<file path="src/rtl/sdram_frame_reader.sv">
// Streams one RGB565 frame per VGA frame-start from a double-buffered SDRAM region
// into the pixel FIFO, acting as a pipelined Avalon-MM read master with credit flow control.
module sdram_frame_reader #(
  parameter int          H_ACTIVE    = 800,
  parameter int          V_ACTIVE    = 600,
  parameter logic [24:0] BUF0_BASE   = 25'h0000000,
  parameter logic [24:0] BUF1_BASE   = 25'h0080000,
  parameter int          FIFO_DEPTH  = 512,
  parameter int          FIFO_MARGIN = 4,
  parameter int          MAX_PENDING = 8
) (
  input  logic                          clk,
  input  logic                          reset_n,
  input  logic                          frame_start,
  input  logic                          bufferselect,
  output logic [24:0]                   avm_address,
  output logic                          avm_read,
  input  logic                          avm_waitrequest,
  input  logic [15:0]                   avm_readdata,
  input  logic                          avm_readdatavalid,
  output logic [15:0]                   fifo_data,
  output logic                          fifo_wrreq,
  input  logic [$clog2(FIFO_DEPTH)-1:0] fifo_wrusedw,
  input  logic                          fifo_wrfull,
  output logic                          busy,
  output logic                          frame_overrun,
  output logic                          fifo_overflow
);
  localparam int PIXELS = H_ACTIVE * V_ACTIVE;

  typedef enum logic [1:0] {IDLE, READ, DRAIN, FLUSH} state_t;

  state_t      state_reg, state_next;
  logic        fs_s1_reg, fs_s2_reg, fs_prev_reg, bs_s1_reg, bs_s2_reg;
  logic [18:0] issued_reg, issued_next;
  logic [4:0]  pending_reg, pending_next;
  logic [24:0] base_reg, base_next, address_next;
  logic        accept, stalled, returned, fs_rise, live;
  logic        start_frame, overrun_next, can_issue, read_next, overflow_next;

  always_ff @(posedge clk or negedge reset_n) begin
    if (!reset_n) begin
      fs_s1_reg   <= 1'b0;
      fs_s2_reg   <= 1'b0;
      fs_prev_reg <= 1'b0;
      bs_s1_reg   <= 1'b0;
      bs_s2_reg   <= 1'b0;
    end else begin
      fs_s1_reg   <= frame_start;
      fs_s2_reg   <= fs_s1_reg;
      fs_prev_reg <= fs_s2_reg;
      bs_s1_reg   <= bufferselect;
      bs_s2_reg   <= bs_s1_reg;
    end
  end

  assign fs_rise  = fs_s2_reg & ~fs_prev_reg;
  assign accept   = avm_read & ~avm_waitrequest;
  assign stalled  = avm_read & avm_waitrequest;
  // Returns with nothing outstanding (e.g. stragglers after reset) must not underflow the credit count
  assign returned = avm_readdatavalid && (pending_reg != 5'd0);
  assign pending_next = pending_reg + {4'd0, accept} - {4'd0, returned};

  assign live       = (state_reg == READ) || (state_reg == DRAIN);
  assign fifo_wrreq = live & avm_readdatavalid;
  assign fifo_data  = live ? avm_readdata : 16'd0;

  always_comb begin
    state_next   = state_reg;
    start_frame  = 1'b0;
    overrun_next = frame_overrun;
    case (state_reg)
      IDLE: begin
        if (fs_rise) start_frame = 1'b1;
      end
      READ: begin
        if (fs_rise) begin
          overrun_next = 1'b1;
          state_next   = FLUSH;
        end else if (accept && issued_reg == 19'(PIXELS - 1)) begin
          state_next = DRAIN;
        end
      end
      DRAIN: begin
        // A frame start coinciding with the final return simply begins the next frame
        if (pending_next == 5'd0) begin
          if (fs_rise) start_frame = 1'b1;
          else         state_next  = IDLE;
        end else if (fs_rise) begin
          overrun_next = 1'b1;
          state_next   = FLUSH;
        end
      end
      FLUSH: begin
        if (pending_next == 5'd0 && !stalled) start_frame = 1'b1;
      end
      default: state_next = IDLE;
    endcase
    if (start_frame) state_next = READ;

    base_next   = start_frame ? (bs_s2_reg ? BUF1_BASE : BUF0_BASE) : base_reg;
    issued_next = start_frame ? 19'd0 : issued_reg + {18'd0, accept};

    // Decision is for next cycle's request, so it uses post-update credits
    can_issue = (state_next == READ) &&
                (issued_next < 19'(PIXELS)) &&
                (pending_next < 5'(MAX_PENDING)) &&
                (32'(fifo_wrusedw) + 32'(pending_next) < 32'(FIFO_DEPTH - FIFO_MARGIN));
    read_next     = stalled | can_issue;
    address_next  = stalled ? avm_address : base_next + 25'(issued_next);
    overflow_next = fifo_overflow | (fifo_wrreq & fifo_wrfull);
  end

  always_ff @(posedge clk or negedge reset_n) begin
    if (!reset_n) begin
      state_reg     <= IDLE;
      issued_reg    <= 19'd0;
      pending_reg   <= 5'd0;
      base_reg      <= 25'd0;
      avm_read      <= 1'b0;
      avm_address   <= 25'd0;
      busy          <= 1'b0;
      frame_overrun <= 1'b0;
      fifo_overflow <= 1'b0;
    end else begin
      state_reg     <= state_next;
      issued_reg    <= issued_next;
      pending_reg   <= pending_next;
      base_reg      <= base_next;
      avm_read      <= read_next;
      avm_address   <= address_next;
      busy          <= (state_next != IDLE);
      frame_overrun <= overrun_next;
      fifo_overflow <= overflow_next;
    end
  end

endmodule
</file>
<file path="config.mk">
export PLATFORM = sky130hd
export DESIGN_NAME = sdram_frame_reader
export DESIGN_NICKNAME = d
export VERILOG_FILES = /design/src/rtl/sdram_frame_reader.sv
export SDC_FILE = /design/constraint.sdc
export NUM_CORES = 1
export LEC_CHECK = 0
export CORE_MARGIN = 5
export CORE_UTILIZATION = 25
export DETAILED_ROUTE_END_ITERATION = 10
export REMOVE_ABC_BUFFERS = 1
export SLEW_MARGIN = 10
export SYNTH_ARGS = -nofsm -noshare
export SYNTH_HDL_FRONTEND = slang
export SYNTH_SLANG_ARGS = --single-unit
</file>
<file path="constraint.sdc">
create_clock -name clk -period 7.3 [get_ports clk]
set_input_delay 1.46 -clock clk [delete_from_list [all_inputs] [get_ports clk]]
set_output_delay 1.46 -clock clk [all_outputs]
set_load 0.02 [all_outputs]
</file>
==> out/qor.yml <==
synthesis:
  synth_seq_cells: 85
  synth_top_family_by_area: "simple AND/OR/NAND/NOR gates"
  synth-xor-area-share_pct: 7.24
  synth.cell_area_um2: 4840
  avgSynthCellArea_um2: 9.75
  ys_seq_area_share_pct: 44.0
  synth-async-reset-ratio_pct: 100
  synth-edff-count: 0
  ys_types: 62
  yosys_warnings: 0
  synth-compound-area-share_pct: 15.3
  syn_inst: 496
  synth_ff_type: "dfrtp_1"
  synthMuxAreaShare_pct: 0.207
  synth_simple_gate_area_share_pct: 20.5
  synth_fa_ha_area_share_pct: 10.0
grt:
  grt_max_degree: 57
  grt_use_met2_pct: 16.5
  grt_use_met1_pct: 14.5
  gr-total-overflow: 0
  grt_pass1_wl_um: 19400
  use_met3_pct: 2.55
  grt_use_total_pct: 10.6
  gr-max-usage-layer: "met2"
  antenna_found_initial: 0
  grt_pass1_vias: 3864
power_and_ir_drop:
  peakVddDrop_v: 0.000120
  cellPowerDensity_nw_per_um2: 295
  p_leak_nw: 2.87
sta:
  rsz0062_at_grt: "false"
  setup_viol: 0
  finClkSkew_ns: 0.00740
  slew_viol_final: 0
  finalSetupTns_ns: 0
  slew_headroom_pct: 52.4
  period_share_pct: 91.7
  tightestPinTransition_ns: 0.714
  finalHoldViolations: 0
  period_minus_slack_ns: 6.70
  max_freq_mhz: 149
critical_path:
  cp-start-kind: "input port"
  worst_setup_path_end_kind: "flip-flop"
  critPathRequiredTime_ns: 7.55
  arrival_ns: 6.95
  critPathKind: "in2reg"
  cp_max_fo: 9
clock_tree:
  clock_latency_ns: 0.35
  clock_sinks: 85
  postCtsHoldBufs: 0
  htree_num_levels: 3
  clk_path_buf_depth: 2
  clockRootBuffer: "clkbuf_16"
  ctsResizeCount: 0
  cts_inserted_buffers: 9
  cts_tree: "done"
  postCtsSetupBuffers: 0
  clk_pin_slew_ns: 0.06
detailed_routing:
  wl_per_cell_um: 13.2
  remaining_drc_errors: 0
  via_per_inst: 4.47
  drtIter0Drc: 213
  route.vias.total: 3782
  firstDrtPassIters: 4
  wl_um: 11200
  ant_nets: 0
place:
  place.port_buffers: 77
  place.gp.congestion: 0.776
  hpwl_um: 8280
die:
  num_rows: 50
  ios: 78
  die_w_um: 149
  core-area_um2: 18900
  dieArea_um2: 22200
  start_util_pct: 25.6
  fp.dieH_um: 149
finish:
  final_common_cell: "dfrtp_1"
  syn_to_final_growth_pct: 29.0
  mostFrequentLayoutCells: "85 x dfrtp_1, 76 x clkdlybuf4s50_1, 43 x nand2_1, 43 x and2_1, 40 x nor2_1"
  post-route-util_pct: 33.0
  n_antenna_cell: 0
  drive_gt1_share_pct: 6.13
  nets: 650
hold_path:
  hold_class: "reg2reg"
job:
  maxCapViolations: 0
outcome:
  status: "finished clean"
==> kinds of logic (layout without fill, tap and decap cells) <==
group | count (synthesis) | count (layout)
AO/OA/AOI/OAI | 109 | 109
XOR/XNOR | 40 | 40
adder cells (fa/ha/maj) | 38 | 38
buffers and inverters | 34 | 125
flip-flops | 85 | 85
multiplexers | 1 | 1
AND/OR/NAND/NOR | 189 | 189
==> through the flow <==
stage / hold slack (ns) / instances / setup slack [ns] / instance area (µm²) / total power, mW
5_1_grt: 0.356 / 847 / 0.156 / 6240 / 1.99
3_5_place_dp: 0.337 / 831 / 0.261 / 5960 / 1.43
4_1_cts: 0.351 / 847 / 0.595 / 6240 / 1.87
6_report: 0.349 / 847 / 0.605 / 6240 / 1.84
2_1_floorplan: 0.331 / 483 / 0.920 / 4790 / 1.11
3_3_place_gp: 0.334 / 831 / 0.310 / 5960 / 1.43
==> synth_stat cells, types with 2 or more instances <==
master     n  share of area (%)
a31oi_1    7               0.91
inv_1     21                1.6
or3_1      4               0.52
a211oi_1   6               0.93
nand3_1   10                1.0
and4_1     2               0.36
nor4_1     4               0.52
and3_1     6               0.78
clkbuf_1  10               0.78
a21oi_1   23                2.4
maj3_1     2               0.41
nor2b_1    5               0.65
xor2_1    22                4.0
o21ai_0   24                2.5
fa_1       2               0.83
a21o_1    10                1.6
or4_1      4               0.62
o21ai_1    2               0.21
nand2b_1   3               0.39
and3b_1    2               0.36
a32o_1     3               0.62
o31ai_1    4               0.62
a21boi_0   2               0.31
nor2_1    40                3.1
a41oi_1    4               0.72
buf_2      2               0.21
and2_1    43                5.6
o21a_1     3               0.47
xnor2_1   18                3.3
ha_1      34                8.8
o21bai_1   4               0.62
nand2_1   43                3.3
nor3_1     8               0.83
dfrtp_1   85                 44
nand4_1    7               0.91
==> final timing paths <==
| kind | startpoint | end | slack (ns) | cells past startpoint |
|---|---|---|---|---|
| min in group asynchronous | reset_n | avm_address[19] | 1.04 | 1 |
| hold / removal | fs_s1_reg | fs_s2_reg | 0.35 | 0 |
| setup / recovery | avm_waitrequest | avm_address[16] | 0.60 | 21 |
| setup reg to reg | pending_reg[3] | avm_address[16] | 1.35 | 23 |
| hold reg to reg | fs_s1_reg | fs_s2_reg | 0.35 | 0 |
| max in group asynchronous | reset_n | issued_reg[15] | 5.21 | 2 |
==> power by group <==
part	switching (mW)	internal, mW
clock	0.193	0.238
sequential	0.0474	0.538
combinational	0.453	0.372
total	0.693	1.15
==> per-layer routing <==
| layer | part of all wire (%) | up-vias |
|---|---|---|
| li1 | - | 1937 |
| met4 | 1.6 | 0 |
| met5 | 0 | - |
| met2 | 44 | 84 |
| met1 | 49 | 1748 |
| met3 | 5.4 | 13 |
==> worst max-delay path, stage by stage <==
cell	delay, ns
clkdlybuf4s50_1	0.45
nand2b_1	0.20
ha_1	0.29
inv_1	0.04
ha_1	0.20
fa_1	0.40
and3b_1	0.20
o31ai_1	0.29
o2111a_2	0.33
a31oi_4	0.15
and2_1	0.21
ha_1	0.24
fa_1	0.41
a21o_1	0.21
a221oi_1	0.38
a2bb2oi_1	0.18
maj3_1	0.43
a41oi_1	0.36
a21boi_1	0.14
o21a_1	0.18
o31ai_1	0.21
==> area by class of cell <==
cell class	instances	area, µm²
Timing Repair Buffer	88	851
Clock buffer	10	239
Multi-Input combinational cell	377	2580
Clock inverter	6	38.8
Inverter	21	78.8
Fill cell	1983	12700
Sequential cell	85	2130
Tap cell	260	325
Power figures use the tool's default switching activity.
